**src/rtl/oc_tsc_pkg.sv**
```systemverilog
// oc_tsc_pkg: shared types and constants for the overclock test sequencer.
// State codes, trigger bit positions, LFSR seed/taps and ILA field layout.
package oc_tsc_pkg;

  typedef enum logic [2:0] {
    ST_IDLE  = 3'd0,
    ST_LOAD  = 3'd1,
    ST_ISSUE = 3'd2,
    ST_WAIT  = 3'd3,
    ST_CHECK = 3'd4,
    ST_DONE  = 3'd5
  } state_t;

  localparam int TRIG_MISMATCH = 0;
  localparam int TRIG_LOAD     = 1;
  localparam int TRIG_DONE     = 2;
  localparam int TRIG_SAT      = 3;
  localparam int TRIG_STATE_LO = 4;

  localparam logic [31:0] LFSR_SEED = 32'hACE1_1234;
  // Right-shifting Galois form of x^32+x^22+x^2+x+1
  localparam logic [31:0] LFSR_TAPS = 32'h8020_0003;

  localparam int ILA_VEC_W   = 10;
  localparam int ILA_STATE_W = 3;

  function automatic int ila_golden_lo(input int data_w);
    return data_w;
  endfunction

  function automatic int ila_vec_lo(input int data_w);
    return 2 * data_w;
  endfunction

  function automatic int ila_state_lo(input int data_w);
    return 2 * data_w + ILA_VEC_W;
  endfunction

  function automatic logic [31:0] lfsr_next(input logic [31:0] cur);
    return (cur >> 1) ^ (cur[0] ? LFSR_TAPS : 32'h0);
  endfunction

endpackage

```
**src/rtl/oc_tsc_lfsr.sv**
```systemverilog
// oc_tsc_lfsr: 32-bit Galois LFSR; load reseeds, step advances one position.
module oc_tsc_lfsr
  import oc_tsc_pkg::*;
(
  input  logic        clk,
  input  logic        rst_n,
  input  logic        load,
  input  logic        step,
  output logic [31:0] value
);

  always_ff @(posedge clk or negedge rst_n) begin
    if (!rst_n) begin
      value <= '0;
    end else if (load) begin
      value <= LFSR_SEED;
    end else if (step) begin
      value <= lfsr_next(value);
    end
  end

endmodule

```
**src/rtl/oc_test_seq_ctrl.sv**
```systemverilog
// oc_test_seq_ctrl: issues LFSR operands to an overclocked DUT, compares against a golden copy,
// counts mismatches and feeds the ILA. Define OC_TSC_STOP_ON_ERR_EN to end a run at the first mismatch.
module oc_test_seq_ctrl
  import oc_tsc_pkg::*;
#(
  parameter int DATA_W  = 16,
  parameter int RUN_LEN = 1024,
  parameter int SETTLE  = 2,
  parameter int ERR_W   = 16
) (
  input  logic                  clk,
  input  logic                  rst_n,
  input  logic                  vio_start,
  input  logic                  vio_clear,
  output logic [DATA_W-1:0]     dut_a,
  output logic [DATA_W-1:0]     dut_b,
  output logic                  dut_valid,
  input  logic [DATA_W-1:0]     dut_result,
  input  logic [DATA_W-1:0]     golden_result,
  output logic [2*DATA_W+12:0]  ila_data,
  output logic [7:0]            trig0,
  output logic                  busy,
  output logic                  done,
  output logic [ERR_W-1:0]      err_count
);

  localparam int VEC_W     = 16;
  localparam int ILA_W     = 2*DATA_W + 13;
  localparam int GOLDEN_LO = ila_golden_lo(DATA_W);
  localparam int VEC_LO    = ila_vec_lo(DATA_W);
  localparam int STATE_LO  = ila_state_lo(DATA_W);
  localparam logic [VEC_W-1:0] LAST_VEC = VEC_W'(RUN_LEN - 1);

  state_t             state, state_next;
  logic [1:0]         start_sync, clear_sync;
  logic               start_prev, start_pulse, clear_s;
  logic [VEC_W-1:0]   vec_cnt;
  logic [3:0]         wait_cnt;
  logic [DATA_W-1:0]  a_hold, b_hold, op_a, op_b;
  logic [31:0]        lfsr_value;
  logic               lfsr_load, lfsr_step, mismatch;
  logic [7:0]         trig_next;
  logic [ILA_W-1:0]   ila_next;

  // VIO levels are asynchronous to clk
  always_ff @(posedge clk or negedge rst_n) begin
    if (!rst_n) begin
      start_sync <= '0;
      clear_sync <= '0;
      start_prev <= 1'b0;
    end else begin
      start_sync <= {start_sync[0], vio_start};
      clear_sync <= {clear_sync[0], vio_clear};
      start_prev <= start_sync[1];
    end
  end

  assign start_pulse = start_sync[1] & ~start_prev;
  assign clear_s     = clear_sync[1];

  oc_tsc_lfsr u_lfsr (
    .clk   (clk),
    .rst_n (rst_n),
    .load  (lfsr_load),
    .step  (lfsr_step),
    .value (lfsr_value)
  );

  assign lfsr_load = (state == ST_LOAD);
  assign lfsr_step = (state == ST_CHECK);
  assign mismatch  = (state == ST_CHECK) && (dut_result != golden_result);
  assign op_a      = lfsr_value[16 +: DATA_W];
  assign op_b      = lfsr_value[0 +: DATA_W];

  always_comb begin
    state_next = state;
    if (clear_s) begin
      state_next = ST_IDLE;
    end else begin
      case (state)
        ST_IDLE, ST_DONE: if (start_pulse) state_next = ST_LOAD;
        ST_LOAD:  state_next = ST_ISSUE;
        ST_ISSUE: state_next = ST_WAIT;
        ST_WAIT:  if (wait_cnt == 4'd1) state_next = ST_CHECK;
        ST_CHECK: begin
`ifdef OC_TSC_STOP_ON_ERR_EN
          if (vec_cnt == LAST_VEC || mismatch) state_next = ST_DONE;
`else
          if (vec_cnt == LAST_VEC) state_next = ST_DONE;
`endif
          else state_next = ST_ISSUE;
        end
        default: state_next = ST_IDLE;
      endcase
    end
  end

  always_ff @(posedge clk or negedge rst_n) begin
    if (!rst_n) begin
      state     <= ST_IDLE;
      vec_cnt   <= '0;
      wait_cnt  <= '0;
      err_count <= '0;
      busy      <= 1'b0;
      done      <= 1'b0;
      a_hold    <= '0;
      b_hold    <= '0;
    end else begin
      state <= state_next;
      if (clear_s) begin
        vec_cnt   <= '0;
        err_count <= '0;
        busy      <= 1'b0;
        done      <= 1'b0;
      end else begin
        case (state)
          ST_LOAD: begin
            vec_cnt   <= '0;
            err_count <= '0;
            done      <= 1'b0;
            busy      <= 1'b1;
          end
          ST_ISSUE: begin
            wait_cnt <= 4'(SETTLE);
            a_hold   <= op_a;
            b_hold   <= op_b;
          end
          ST_WAIT: wait_cnt <= wait_cnt - 4'd1;
          ST_CHECK: begin
            if (mismatch && !(&err_count)) err_count <= err_count + ERR_W'(1);
            if (state_next == ST_DONE) begin
              done <= 1'b1;
              busy <= 1'b0;
            end else begin
              vec_cnt <= vec_cnt + VEC_W'(1);
            end
          end
          default: ;
        endcase
      end
    end
  end

  // Operands come straight from the LFSR during ISSUE, then hold until the next ISSUE
  assign dut_valid = (state == ST_ISSUE);
  assign dut_a     = (state == ST_ISSUE) ? op_a : a_hold;
  assign dut_b     = (state == ST_ISSUE) ? op_b : b_hold;

  always_comb begin
    trig_next                              = '0;
    trig_next[TRIG_MISMATCH]               = mismatch;
    trig_next[TRIG_LOAD]                   = (state == ST_LOAD);
    trig_next[TRIG_DONE]                   = (state != ST_DONE) && (state_next == ST_DONE);
    trig_next[TRIG_SAT]                    = &err_count;
    trig_next[TRIG_STATE_LO +: ILA_STATE_W] = state;
  end

  always_comb begin
    ila_next                           = '0;
    ila_next[0 +: DATA_W]              = dut_result;
    ila_next[GOLDEN_LO +: DATA_W]      = golden_result;
    ila_next[VEC_LO +: ILA_VEC_W]      = vec_cnt[ILA_VEC_W-1:0];
    ila_next[STATE_LO +: ILA_STATE_W]  = state;
  end

  always_ff @(posedge clk or negedge rst_n) begin
    if (!rst_n) begin
      ila_data <= '0;
      trig0    <= '0;
    end else begin
      ila_data <= ila_next;
      trig0    <= trig_next;
    end
  end

endmodule

```
**config.mk**
```make
export PLATFORM = sky130hd
export DESIGN_NAME = oc_test_seq_ctrl
export DESIGN_NICKNAME = d
export VERILOG_FILES = /design/src/rtl/oc_tsc_pkg.sv /design/src/rtl/oc_tsc_lfsr.sv /design/src/rtl/oc_test_seq_ctrl.sv
export SDC_FILE = /design/constraint.sdc
export NUM_CORES = 1
export LEC_CHECK = 0
export BUFFER_PORTS_ARGS = -buffer_cell sky130_fd_sc_hd__buf_2
export CAP_MARGIN = 5
export CORE_AREA = 8 8 174 176
export CTS_CLUSTER_DIAMETER = 30
export DETAILED_ROUTE_END_ITERATION = 6
export DIE_AREA = 0 0 182 184
export PLACE_DENSITY_LB_ADDON = 0.08
export SLEW_MARGIN = 15
export SYNTH_ARGS = -nofsm -noshare
export SYNTH_HDL_FRONTEND = slang
export SYNTH_SLANG_ARGS = --single-unit
```
**constraint.sdc**
```tcl
create_clock -name clk -period 2.7 [get_ports clk]
set_input_delay 0.405 -clock clk [delete_from_list [all_inputs] [get_ports clk]]
set_output_delay 0.405 -clock clk [all_outputs]
set_load 0.005 [all_outputs]
```
==> results of run 1 <==
state kept, by name, summed over array words and instances, names as in the netlist, 3 cells and up:
signal        count
wait_cnt          4
u_lfsr.value     32
vec_cnt          16
err_count        16
a_hold           16
trig0             5
ila_data         44
state             3
b_hold           16
power by group:
| group | switching (W) | total [W] | leakage (nW) | internal, W |
|---|---|---|---|---|
| combinational | 0.000287 | 0.000574 | 1.65 | 0.000288 |
| clock | 0.00105 | 0.00229 | 0.259 | 0.00124 |
| sequential | 0.0000753 | 0.00259 | 2.00 | 0.00251 |
| total | 0.00141 | 0.00545 | 3.92 | 0.00404 |
worst register-to-register path: stages, from the launching register on:
cell     delay (ns)
dfrtp_1        0.43
or4_4          0.55
nor4_1         0.55
nor2_1         0.25
a21o_1         0.21
a21o_1         0.17
per-layer routing:
layer / vias up / global-route usage
met5: - / 0
met4: 2 / 0.0390
met3: 17 / 0.0502
met2: 147 / 0.177
met1: 2516 / 0.142
li1: 2317 / -
cell usage after synthesis, types with 2 or more instances:
library cell  number  share of area
or3_1             12          0.011
nand4_1            8         0.0074
and2_1             2         0.0018
o211ai_1           4         0.0044
o21ai_1            2         0.0015
clkbuf_1          15         0.0083
and3_1             6         0.0055
a22o_1            22          0.028
nand3b_1           2         0.0022
nor4_1             4         0.0037
nor3_1             9         0.0066
o31ai_1            4         0.0044
inv_1              8         0.0044
a21oi_2            2         0.0026
or4_1              9          0.010
buf_2              9         0.0066
o21a_1             2         0.0022
and4_1             4         0.0052
nor2_1            23          0.013
ha_1               4         0.0074
o2111ai_1          3         0.0039
nand3_1           22          0.016
or4_4              2         0.0033
nand2_1           53          0.029
dfrtp_1          159           0.59
o21ai_2            2         0.0026
a31oi_1            2         0.0018
mux2_2            64           0.11
mux2i_1            3         0.0044
a21oi_1           21          0.015
a21o_1             8         0.0089
buf_4              4         0.0044
xnor2_1           18          0.023
o21ai_0           18          0.013
nand2b_1           6         0.0055
buf_1              2         0.0011
cell families (layout without fill, tap and decap cells):
family,after synthesis,after routing,share of synthesized area
AND/OR/NAND/NOR,175,175,0.140
flip-flops,159,159,0.587
AO/OA/AOI/OAI,98,98,0.102
multiplexers,68,68,0.112
buffers and inverters,41,198,0.0279
XOR/XNOR,18,18,0.0232
adder cells (fa/ha/maj),4,4,0.00738
other,1,1,0.000553
area by class of cell:
type,instances,area share
clock buffers,19,0.0531
repair buffers,157,0.105
well taps,346,0.0507
inverters,9,0.00396
clock inverters,13,0.0122
flip-flops and latches,159,0.466
multi-input cells,364,0.309
metrics by stage:
stage               total power [W]  cells  instance area [µm²]  worst slack (ns)  utilization
global route                0.00572   1067                 8530            0.0791        0.311
CTS                         0.00556   1067                 8530             0.185        0.311
global placement            0.00322   1034                 7970             0.458        0.290
floorplan                   0.00292    564                 6780             0.629            -
detailed placement          0.00323   1034                 7970             0.428        0.290
finish                      0.00545   1067                 8530             0.223        0.311
final timing paths:
| kind | from | endpoint | cells past startpoint |
|---|---|---|---|
| min in group asynchronous | rst_n | ila_data[1] | 2 |
| worst min-delay path | vio_clear | clear_sync[0] | 1 |
| worst max register to register | vec_cnt[13] | vec_cnt[7] | 5 |
| worst max-delay path | state[1] | dut_a[14] | 5 |
| worst min register to register | start_sync[0] | start_sync[1] | 0 |
| max in group asynchronous | rst_n | u_lfsr.value[16] | 3 |
==> flow_summary_export.csv, run 1 <==
group,metric,value,unit
grt,grt_pass1_wl,30500,µm
cts,post_cts_resized,0,
die,start_util,0.247,
final_layout,antenna_cells,0,
worst_setup_path,slowest_delay,0.57,ns
logic_synthesis,ys_ff_latch,159,
sta,timing.fmax,404,MHz
routing,viasPerCell,4.69,
sta,report.final.slew_viol_count,0,
cts,clock_path_buffers,2,
logic_synthesis,synth_ff_type,"dfrtp_1",
power,irDropWorstVdd,0.000368,V
routing,wl_met1,8420,µm
worst_setup_path,crit_path_top_delay_cell,"dfrtp_1",
final_layout,nFillCells,2819,
final_layout,area_growth_syn_to_layout,25.8,%
routing,drtIter0Drc,242,
power,p_leak,3.92,nW
cts,numCtsBuffers,17,
die,rows,61,
routing,wl_met3,1730,µm
sta,worst_pin_slew,0.717,ns
die,dieHeight,184,µm
final_layout,drive_gt1_frac,0.374,
worst_setup_path,timing.reg2reg.setup_slack,0.44,ns
place,dpl.hpwl,12900,µm
sta,setup_viol,0,
grt,grt_pass1_vias,5464,
logic_synthesis,netlist_area,6780,µm²
routing,ant_nets,0,
cts,htree_levels,4,
grt,overflow,0,
logic_synthesis,syn-num-nets,604,
grt,grt_use_total,0.115,
routing,dr.max_layer_used,"met5",
worst_setup_path,cp_top_family,"flip-flops",
cts,cts_sinks,159,
sta,rsz0062_at_grt,"no",
worst_setup_path,critical_path_class,"flip-flop to output port",
routing,vias,4999,
cts,clkSlewWorstSetupHoldPaths,0.06,ns
sta,slew_headroom,0.520,
logic_synthesis,ys_async_sr_fraction,1.00,
worst_setup_path,cp_num_buf_inv,2,
place,io_buffers,138,
final_layout,final_common_cell,"dfrtp_1",
logic_synthesis,synth_edf_count,0,
grt,antenna_found_initial,1,
cts,ctsHoldBuffers,1,
worst_setup_path,worstPathRequired,2.30,ns
worst_setup_path,cp-start-kind,"flip-flop",
die,die_w,182,µm
logic_synthesis,synth_cells,564,
final_layout,fin_nets,748,
routing,dr.pass1.iters,6,
sta,skew,0.00785,ns
outcome,status,"complete, no violations",
sta,min_period,2.48,ns
sta,timing.final.crit_share,0.917,
logic_synthesis,yosysSeqAreaShare,0.587,
worst_setup_path,cp_max_fo,33,
logic_synthesis,synth_warnings,0,
flow_run,cap_violations,0,
die,coreArea,27500,µm²
cts,insertion_delay,0.42,ns
final_layout,mostFrequentLayoutCells,"159 x dfrtp_1, 137 x buf_2, 64 x mux2_2",
routing,drt_wl_total,18600,µm
sta,hold_viol_final,0,
power,cellPowerDensity,639,nW/µm²
grt,grt_max_degree,66,
worst_setup_path,worstSetupEndpointType,"output port",
routing,wl_per_cell,17.5,µm
logic_synthesis,postSynthAreaPerCell,12.0,µm²
routing,met2_length,8250,µm
worst_setup_path,cp_cell_sequence,"nand2b_1 > nor2_4 > buf_12 > mux2_2 > buf_2",
die,ioPinCount,140,
final_layout,ff_latch_area,3980,µm²
cts,cts_setup_buffers,0,
min_path,hold_class,"primary input to flip-flop",
sta,tns,0,ns
cts,cts_tree,"yes",
routing,drc,0,
worst_setup_path,arrival,2.07,ns
logic_synthesis,synth_cell_types,62,
final_layout,multi_input_area,2640,µm²
place,gp_congestion,0.761,
cts,root_buffer,"clkbuf_16",
die,die_area,33500,µm²
sta,whs,0.0917,ns
No activity file was read; power rests on OpenSTA's default activity.
==> run 2, diff against run 1 <==
Settings changed: PLACE_DENSITY from default to 0.44, PLACE_DENSITY_LB_ADDON 0.08 to default.
==> flow_summary_export.csv, run 2 (same netlist as run 1, synthesis figures left out) <==
group,metric,value,unit
cts,post_cts_resized,0,
final_layout,regMostFlops,"ila_data",
power,p_leak,3.94,nW
die,die_w,182,µm
place,io_buffers,138,
cts,cts_tree,"yes",
routing,wl_per_cell,16.8,µm
worst_setup_path,worstSetupEndpointType,"output port",
flow_run,cap_violations,0,
place,dp.cells,1035,
worst_setup_path,crit_path_top_delay_cell,"dfrtp_1",
sta,skew,0.0120,ns
power,irDropWorstVdd,0.000289,V
sta,tns,0,ns
worst_setup_path,cp_max_fo,26,
outcome,violations,"hold timing",
sta,slew_headroom,0.564,
sta,hold_viol_final,10,
final_layout,antenna_cells,0,
routing,vias,4835,
routing,drtIter0Drc,237,
worst_setup_path,cp-start-kind,"flip-flop",
grt,grt_use_total,0.111,
die,die_area,33500,µm²
sta,min_period,2.55,ns
sta,timing.final.crit_share,0.946,
worst_setup_path,ff2ff_path_depth,5,
worst_setup_path,slowest_delay,0.48,ns
routing,viasPerCell,4.53,
final_layout,fin_nets,748,
sta,timing.fmax,392,MHz
worst_setup_path,critical_path_class,"flip-flop to output port",
final_layout,mostFrequentLayoutCells,"159 x dfrtp_1, 137 x buf_2, 64 x mux2_2",
cts,clock_path_buffers,2,
worst_setup_path,cp_num_buf_inv,2,
final_layout,area_growth_syn_to_layout,26.1,%
grt,antenna_found_initial,1,
cts,root_buffer,"clkbuf_16",
place,gp_congestion,0.740,
die,dieHeight,184,µm
final_layout,largest_register_ffs,44,
final_layout,final_common_cell,"dfrtp_1",
die,rows,61,
cts,ctsHoldBuffers,0,
cts,htree_levels,4,
outcome,status,"finished, violations left",
grt,overflow,0,
grt,grt_pass1_vias,5127,
die,ioPinCount,140,
routing,dr.pass1.iters,7,
sta,whs,-0.0116,ns
power,p_seq_frac,0.466,
worst_setup_path,cp_cell_sequence,"nand2b_1 > nor2_4 > buf_12 > mux2_2 > buf_2",
worst_setup_path,cp_top_family,"simple AND/OR/NAND/NOR gates",
sta,rsz0062_at_grt,"no",
cts,clkSlewWorstSetupHoldPaths,0.07,ns
sta,setup_viol,0,
grt,grt_max_degree,69,
sta,report.final.slew_viol_count,0,
worst_setup_path,worstPathRequired,2.30,ns
final_layout,drive_gt1_frac,0.374,
power,clkPwrFrac,0.434,
power,cellPowerDensity,651,nW/µm²
worst_setup_path,cp.depth,5,
final_layout,largestRegisters,"ila_data x44, u_lfsr.value x32",
cts,cts_setup_buffers,0,
place,dpl.hpwl,13000,µm
place,post-place-ws,0.465,ns
power,totalPowerFinal,0.00557,W
final_layout,stdcell_count,1067,
routing,ant_nets,0,
power,p_switching,0.00139,W
power,comb_power_share,0.101,
sta,setup_ws,0.147,ns
die,coreArea,27500,µm²
grt,grt_pass1_wl,29300,µm
worst_setup_path,arrival,2.15,ns
routing,drc,0,
power,sw_frac_of_total,0.249,
sta,worst_pin_slew,0.653,ns
cts,numCtsBuffers,17,
power,intPower,0.00418,W
cts,cts_sinks,159,
cts,insertion_delay,0.42,ns
routing,drt_wl_total,18000,µm
die,start_util,0.247,
min_path,hold_class,"primary input to asynchronous set/reset pin",
run 2: path summary, 6_finish.rpt:
kind	startpoint	endpoint	slack [ns]
worst max-delay path	state[2]	dut_a[13]	0.15
worst min-delay path	rst_n	b_hold[11]	-0.01
worst max register to register	vec_cnt[13]	vec_cnt[9]	0.46
worst min register to register	clear_sync[0]	clear_sync[1]	0.36
max in group asynchronous	rst_n	trig0[1]	2.01
min in group clk	vio_clear	clear_sync[0]	0.10
run 2: metrics by stage:
step / util / instance area [µm²] / hold WS, ns
finish: 0.311 / 8550 / -0.0116
global route: 0.311 / 8550 / 0.0167
CTS: 0.311 / 8550 / 0.00572
detailed placement: 0.290 / 7970 / 0.351
floorplan: - / 6780 / 0.109
global placement: 0.290 / 7970 / 0.339
run 2: worst register-to-register path, delay by kind of cell, from the launching register on:
kind / cells / cell delay, ns
AOI/OAI and AO/OA: 2 / 0.38
DFF: 1 / 0.42
and+or+nand+nor: 3 / 1.35
run 2: routing by layer:
layer / GRT usage / share of wire / up-vias
met5: 0 / 0.00072 / -
met4: 0.0394 / 0.015 / 2
met3: 0.0480 / 0.082 / 16
met2: 0.159 / 0.42 / 133
met1: 0.146 / 0.48 / 2358
li1: - / - / 2326
run 2: cell type report:
cell class              instances  area (µm²)
multi-input cells             364        2630
repair buffers                157         890
fillers                      2849       18900
well taps                     346         433
inverters                       9        33.8
flip-flops and latches        159        3980
clock inverters                14         156
clock buffers                  18         429
run 2: power by group through the flow:
stage          registers (W)  clock network (W)  logic (W)
2_1_floorplan        0.00261                  0   0.000310
3_3_place_gp         0.00264                  0   0.000580
3_5_place_dp         0.00264                  0   0.000580
4_1_cts              0.00260            0.00251   0.000581
5_1_grt              0.00261            0.00261   0.000638
6_report             0.00259            0.00241   0.000562
